`config.mk`:
```
export PLATFORM = sky130hd
export DESIGN_NAME = mem_access
export DESIGN_NICKNAME = d
export VERILOG_FILES = /design/src/rtl/mem_access_pkg.sv /design/src/rtl/load_align.sv /design/src/rtl/mem_access.sv
export SDC_FILE = /design/constraint.sdc
export NUM_CORES = 1
export LEC_CHECK = 0
export CAP_MARGIN = 20
export CORE_MARGIN = 2
export CORE_UTILIZATION = 35
export DETAILED_ROUTE_END_ITERATION = 10
export MAX_ROUTING_LAYER = met4
export PLACE_DENSITY_LB_ADDON = 0.12
export SETUP_SLACK_MARGIN = 0.05
export SLEW_MARGIN = 25
export SYNTH_ARGS = -nofsm -noshare
export SYNTH_HDL_FRONTEND = slang
export SYNTH_SLANG_ARGS = --single-unit
export TNS_END_PERCENT = 1
```
`constraint.sdc`:
```
create_clock -name clk -period 1.65 [get_ports clk]
set_clock_uncertainty 0.15 [all_clocks]
set_input_delay 0.165 -clock clk [delete_from_list [all_inputs] [get_ports clk]]
set_output_delay 0.165 -clock clk [all_outputs]
set_load 0.01 [all_outputs]
```
`src/rtl/mem_access_pkg.sv`:
```
// Shared constants for the memory-access stage: load size/sign codes and FSM encodings.
package mem_access_pkg;

   localparam logic [2:0] LOAD_W  = 3'd0;
   localparam logic [2:0] LOAD_H  = 3'd1;
   localparam logic [2:0] LOAD_HU = 3'd2;
   localparam logic [2:0] LOAD_B  = 3'd3;
   localparam logic [2:0] LOAD_BU = 3'd4;

   typedef enum logic {
      MEM_IDLE = 1'b0,
      MEM_WAIT = 1'b1
   } mem_state_e;

endpackage

```
`src/rtl/load_align.sv`:
```
// Selects the addressed byte/halfword lane of a load word and sign/zero extends it.
module load_align
   import mem_access_pkg::*;
(
   input  logic [1:0]  addr,
   input  logic [2:0]  load_op,
   input  logic [31:0] rdata,
   output logic [31:0] data
);

   logic [31:0] byte_sh;
   logic [31:0] half_sh;

   // Shift the lane down to bit 0; misaligned halfwords simply use addr[1].
   assign byte_sh = rdata >> {addr, 3'b000};
   assign half_sh = rdata >> {addr[1], 4'b0000};

   always_comb begin
      data = rdata;
      case (load_op)
         LOAD_H:  data = {{16{half_sh[15]}}, half_sh[15:0]};
         LOAD_HU: data = {16'h0000, half_sh[15:0]};
         LOAD_B:  data = {{24{byte_sh[7]}}, byte_sh[7:0]};
         LOAD_BU: data = {24'h000000, byte_sh[7:0]};
         default: data = rdata;
      endcase
   end

endmodule

```
`src/rtl/mem_access.sv`:
```
// Memory-access pipeline stage: issues loads/stores on the request/grant/response bus,
// stalls upstream while a transaction is outstanding, and registers writeback controls.
module mem_access
   import mem_access_pkg::*;
#(
   parameter int ADDR_WIDTH = 5,
   parameter int DATA_WIDTH = 32
) (
   input  logic                  clk,
   input  logic                  rst_n,
   input  logic [DATA_WIDTH-1:0] alu_data_mem,
   input  logic [DATA_WIDTH-1:0] reg_t_data_mem,
   input  logic [3:0]            mem_we_mem,
   input  logic                  reg_d_we_mem,
   input  logic [ADDR_WIDTH-1:0] reg_d_addr_mem,
   input  logic                  reg_d_data_sel_mem,
   input  logic [2:0]            load_op_mem,
   output logic                  dmem_req,
   output logic [DATA_WIDTH-1:0] dmem_addr,
   output logic [3:0]            dmem_we,
   output logic [DATA_WIDTH-1:0] dmem_wdata,
   input  logic                  dmem_gnt,
   input  logic                  dmem_rvalid,
   input  logic [DATA_WIDTH-1:0] dmem_rdata,
   output logic                  stall_mem,
   output logic                  reg_d_we_wb,
   output logic [ADDR_WIDTH-1:0] reg_d_addr_wb,
   output logic [DATA_WIDTH-1:0] reg_d_data_wb
);

   mem_state_e      state;
   logic            is_store;
   logic            is_load;
   logic [DATA_WIDTH-1:0] load_data;

   // A store with a stray load flag is treated as a store.
   assign is_store = |mem_we_mem;
   assign is_load  = reg_d_data_sel_mem & reg_d_we_mem & ~is_store;

   assign dmem_addr  = {alu_data_mem[DATA_WIDTH-1:2], 2'b00};
   assign dmem_we    = mem_we_mem;
   assign dmem_wdata = reg_t_data_mem << {alu_data_mem[1:0], 3'b000};

   // Gated by rst_n so nothing is requested or stalled while reset is held.
   always_comb begin
      dmem_req  = 1'b0;
      stall_mem = 1'b0;
      if (rst_n) begin
         if (state == MEM_IDLE) begin
            dmem_req  = is_store | is_load;
            stall_mem = is_store ? ~dmem_gnt : is_load;
         end else begin
            stall_mem = ~dmem_rvalid;
         end
      end
   end

   load_align u_load_align (
      .addr    (alu_data_mem[1:0]),
      .load_op (load_op_mem),
      .rdata   (dmem_rdata),
      .data    (load_data)
   );

   always_ff @(posedge clk or negedge rst_n) begin
      if (!rst_n) begin
         state         <= MEM_IDLE;
         reg_d_we_wb   <= 1'b0;
         reg_d_addr_wb <= '0;
         reg_d_data_wb <= '0;
      end else begin
         // Bubble by default; each path below overrides when it completes.
         reg_d_we_wb <= 1'b0;
         case (state)
            MEM_IDLE: begin
               if (is_load) begin
                  if (dmem_gnt) state <= MEM_WAIT;
               end else if (!is_store || dmem_gnt) begin
                  reg_d_we_wb   <= reg_d_we_mem;
                  reg_d_addr_wb <= reg_d_addr_mem;
                  reg_d_data_wb <= alu_data_mem;
               end
            end
            MEM_WAIT: begin
               if (dmem_rvalid) begin
                  reg_d_we_wb   <= reg_d_we_mem;
                  reg_d_addr_wb <= reg_d_addr_mem;
                  reg_d_data_wb <= load_data;
                  state         <= MEM_IDLE;
               end
            end
            default: state <= MEM_IDLE;
         endcase
      end
   end

endmodule

```
==> results of run 1 <==
[sequential cells by signal, summed over array words and instances (netlist names)]
| signal | flops |
|---|---|
| reg_d_we_wb | 1 |
| reg_d_addr_wb | 5 |
| state | 1 |
| reg_d_data_wb | 32 |
[through the flow]
stage,TNS (ns),utilization [%],power [uW],hold slack (ns)
after floorplan,-3.233,-,1814,-0.2806
after global placement,-42.00,59.85,2739,0.03216
after detailed placement,-42.94,59.85,2760,0.03050
after CTS,-1.067,62.05,3606,0.2646
after global routing,-1.888,64.86,3899,0.2929
final,-0.5418,64.86,3723,0.2585
[worst max-delay path by stage]
stage | from | to | slack, ns | depth (start not counted)
detailed placement | alu_data_mem[0] | reg_d_data_wb[1] | -0.80 | 5
CTS | state | reg_d_data_wb[22] | -0.06 | 6
floorplan | mem_we_mem[2] | reg_d_addr_wb[1] | -0.11 | 5
finish | state | reg_d_data_wb[17] | -0.05 | 6
global route | state | reg_d_data_wb[17] | -0.08 | 6
global placement | alu_data_mem[0] | reg_d_data_wb[6] | -0.75 | 5
[power by group]
part / leakage, uW / internal [uW] / switching (uW)
Sequential: 0.000463 / 1070 / 68.8
Combinational: 0.00229 / 1010 / 726
Clock: 0.0000587 / 459 / 389
[kinds of logic after synthesis]
kind of cell    after synthesis  share of synthesized area [%]
compound gates              120                          22.91
buf+inv                      80                          12.45
mux                          55                          16.74
simple gates                140                          20.54
flops                        39                          26.75
fa+ha+maj                     1                         0.2744
other cells                   1                         0.1028
xor+xnor                      1                         0.2401
[metal layers]
layer / track usage, % / routed length (um) / vias to the layer above
met3: 3.863 / 759 / 18
met5: - / 0 / -
met4: 5.075 / 237 / 0
li1: - / - / 2036
met2: 40.89 / 7235 / 161
met1: 31.75 / 6307 / 2100
[Yosys cell counts (10+ instances only)]
master                     instances  share of area (%)
sky130_fd_sc_hd__and2_1           10                1.7
sky130_fd_sc_hd__nand3_1          15                2.1
sky130_fd_sc_hd__clkbuf_1         25                2.6
sky130_fd_sc_hd__mux2i_1          18                4.9
sky130_fd_sc_hd__nor2b_1          19                3.3
sky130_fd_sc_hd__mux2_2           34                 10
sky130_fd_sc_hd__nor2_1           42                4.3
sky130_fd_sc_hd__buf_2            12                1.6
sky130_fd_sc_hd__o31ai_1          15                3.1
sky130_fd_sc_hd__dfrtp_1          39                 27
sky130_fd_sc_hd__o21ai_0          33                4.5
sky130_fd_sc_hd__a21oi_1          10                1.4
sky130_fd_sc_hd__a41oi_1          16                3.8
sky130_fd_sc_hd__a211oi_1         10                2.1
sky130_fd_sc_hd__nand2_1          20                2.1
sky130_fd_sc_hd__buf_4            37                7.6
[cell type report]
| type | instances | area [sq um] | area share [%] |
|---|---|---|---|
| Timing Repair Buffer | 292 | 2754 | 41.50 |
| Multi-Input combinational cell | 319 | 2605 | 39.25 |
| Sequential cell | 39 | 977.2 | 14.72 |
| Tap cell | 136 | 170.2 | 2.564 |
| Clock buffer | 5 | 68.82 | 1.037 |
| Clock inverter | 3 | 47.55 | 0.7164 |
| Inverter | 3 | 13.76 | 0.2074 |
[worst register-to-register path, cell delays in order (launching register included)]
cell and delay (ns):
sky130_fd_sc_hd__dfrtp_2 0.48, sky130_fd_sc_hd__a21oi_4 0.15, sky130_fd_sc_hd__mux2i_4 0.09, sky130_fd_sc_hd__buf_6 0.14, sky130_fd_sc_hd__nand2_8 0.09, sky130_fd_sc_hd__clkbuf_16 0.17, sky130_fd_sc_hd__mux2_4 0.30
[timing repair]
| item | CTS | global route |
|---|---|---|
| resized for setup | 106 | 92 |
| pin swaps | 7 | 11 |
| cloned | 0 | 3 |
| endpoints found under the setup margin | 72 | 54 |
| setup buffers | 2 | 1 |
| endpoints found under the hold margin | 39 | 0 |
| hold buffers | 1 | 0 |
==> tab_implementation.tex, run 1 <==
\begin{tabular}{lr}
\hline
Metric & Value \\
\hline
\multicolumn{2}{l}{\textbf{Run status}} \\
\quad Run status & finished, violations left \\
\quad Violations in the final reports & setup timing \\
\multicolumn{2}{l}{\textbf{Finish}} \\
\quad Total of fill cells in the finished design & $\sim$870 \\
\quad Area overhead of the layout relative to synthesis & 81.89\% \\
\quad Most common library cell in the layout ignoring fill and taps & sky130\_fd\_sc\_hd\_\_clkdlybuf4s50\_1 \\
\quad Post-route cell area & 6636 sq um \\
\quad Layout cell share with drive strength beyond 1 & approximately 29\% \\
\quad Post-layout net count & 774 \\
\quad Total inserted antenna cells & 0 \\
\quad Final standard cell count with taps included and fillers excluded & 797 \\
\quad Commonest non-fill, non-tap cells in the layout & sky130\_fd\_sc\_hd\_\_clkdlybuf4s50\_1 (168), sky130\_fd\_sc\_hd\_\_buf\_4 (58), sky130\_fd\_sc\_hd\_\_nor2\_1 (42) \\
\multicolumn{2}{l}{\textbf{Setup path}} \\
\quad Critical Path Max Stage Delay & 0.48 ns \\
\quad Crit path max-delay family & flip-flops \\
\quad Cell at the slowest stage of the critical path & sky130\_fd\_sc\_hd\_\_dfrtp\_2 \\
\quad Critical path startpoint category & register \\
\quad Destination of the worst register-to-register timing path & reg\_d\_data\_wb[17] \\
\quad Critical-path maximum fanout & 6 \\
\quad Type of the worst setup path & register to register \\
\quad Sequence of cells on the critical path & a21oi\_4 -> mux2i\_4 -> buf\_6 -> nand2\_8 -> clkbuf\_16 -> mux2\_4 \\
\quad Setup slack on the worst flop-to-flop path & -0.05 ns \\
\quad Worst flop-to-flop path startpoint & state \\
\quad Number of buffers and inverters on the critical path & 2 \\
\quad Data arrival time of the critical path & 1.73 ns \\
\quad Nature of the critical path endpoint & register \\
\quad Worst R2R Path Depth & 6 \\
\quad Data required, critical path & 1.68 ns \\
\multicolumn{2}{l}{\textbf{Synth}} \\
\quad Count of flip-flops with a built-in enable after synthesis & 0 \\
\quad Number of instances in the synthesized netlist & between 400 and 500 \\
\quad Avg Inst Size Synth & 8.349 sq um \\
\quad Async set-reset flop share out of synthesis & 100.0\% \\
\quad Synth cell types & 48 \\
\quad Primary flip-flop cell chosen by synthesis mapping & sky130\_fd\_sc\_hd\_\_dfrtp\_1 \\
\quad Number of storage elements in the synthesis netlist & 39 \\
\quad Sequential area share after synthesis & roughly a quarter \\
\quad Combined area of all synthesized cells & 3648 sq um \\
\quad Synthesis warning total & 0 \\
\multicolumn{2}{l}{\textbf{Power}} \\
\quad Static leakage power & 0.002812 uW \\
\quad Worst IR Drop VDD & 0.4556 mV \\
\quad Total power per unit cell area & 561.1 nW/um\^{}2 \\
\multicolumn{2}{l}{\textbf{Routing}} \\
\quad Detailed-route DRC error count & 0 \\
\quad Vias after detailed routing & roughly 4300 \\
\quad Wire length per cell after detailed routing & between 15 and 20 um \\
\quad Count of antenna-violating nets left after detailed routing & 0 \\
\quad Via count normalized by instance count & 5.414 \\
\quad Detailed-route wire length & $\sim$15000 um \\
\quad Detailed-router iteration count before antenna repair & 4 \\
\quad DRC violation total after the first TritonRoute iteration & 262 \\
\multicolumn{2}{l}{\textbf{Clocking}} \\
\quad Clock Root Buffer & sky130\_fd\_sc\_hd\_\_clkbuf\_8 \\
\quad Latest clock arrival within the worst-skew pair & 0.30 ns \\
\quad Clock tree from TritonCTS & built \\
\quad Buffer depth of the longest clock path & 2 \\
\quad CTS Buf Count & 5 \\
\quad Clock edge transition at the registers on the reported setup and hold paths & 0.10 ns \\
\quad \# clock sinks & 39 \\
\quad H-tree level count & 2 \\
\multicolumn{2}{l}{\textbf{Place}} \\
\quad Placed inst area & roughly 6000 sq um \\
\quad Count of placed standard cells including taps & 782 \\
\quad Worst slack at placement & -0.8036 ns \\
\quad Final Wtd Congestion & approximately 0.94 \\
\quad Port buffer count & approximately 220 \\
\quad Half-perimeter wire length after placement & 10950 um \\
\multicolumn{2}{l}{\textbf{STA}} \\
\quad RSZ-0062 raised after global routing & yes \\
\quad Achievable clock frequency & roughly 600 MHz \\
\quad Setup ws final & -0.04595 ns \\
\quad Final count of pins violating max slew & 0 \\
\quad Number of hold-slack violations in the final timing report & 0 \\
\quad Slew Limit Headroom & 54.79\% \\
\quad Setup-failing EPs final & 22 \\
\quad Post-route minimum period & about 1.7 ns \\
\quad Share of the clock period used by the worst path after layout & 102.8\% \\
\quad Worst Tran Pin Value & 0.6741 ns \\
\multicolumn{2}{l}{\textbf{Global routing}} \\
\quad Number of antenna violations at the first check in global routing & 0 \\
\quad Largest net degree at the start of global routing & 46 \\
\quad Total routing resource utilization after global routing & 24.56\% \\
\quad First-pass GRT wire length & 21620 um \\
\quad Vias in the first global route & roughly 4200 \\
\quad Congestion Overflow GR & 0 \\
\multicolumn{2}{l}{\textbf{Floorplanning}} \\
\quad Floorplan core area & 10230 sq um \\
\quad Ports & 222 \\
\quad Die X & 106.1 um \\
\quad Num rows & 37 \\
\quad Initial cell density of the core & a little over a third \\
\quad Die ar. & 11260 sq um \\
\quad Height of the chip & 106.1 um \\
\multicolumn{2}{l}{\textbf{Worst hold path}} \\
\quad Type of the worst min-delay path & input pin to asynchronous set/reset pin \\
\multicolumn{2}{l}{\textbf{Flow run}} \\
\quad Maximum capacitance violations & 0 \\
\hline
\end{tabular}
(Power assumes the default switching activity.)
==> inputs of run 2 (changes only) <==
--- a/config.mk
+++ b/config.mk
@@ -12,7 +12,7 @@
 export MAX_ROUTING_LAYER = met4
 export PLACE_DENSITY_LB_ADDON = 0.12
 export SETUP_SLACK_MARGIN = 0.05
-export SLEW_MARGIN = 25
+export SLEW_MARGIN = 20
 export SYNTH_ARGS = -nofsm -noshare
 export SYNTH_HDL_FRONTEND = slang
 export SYNTH_SLANG_ARGS = --single-unit
==> results of run 2 <==
The final DEF is identical to that of run 1; final timing and power are the same.
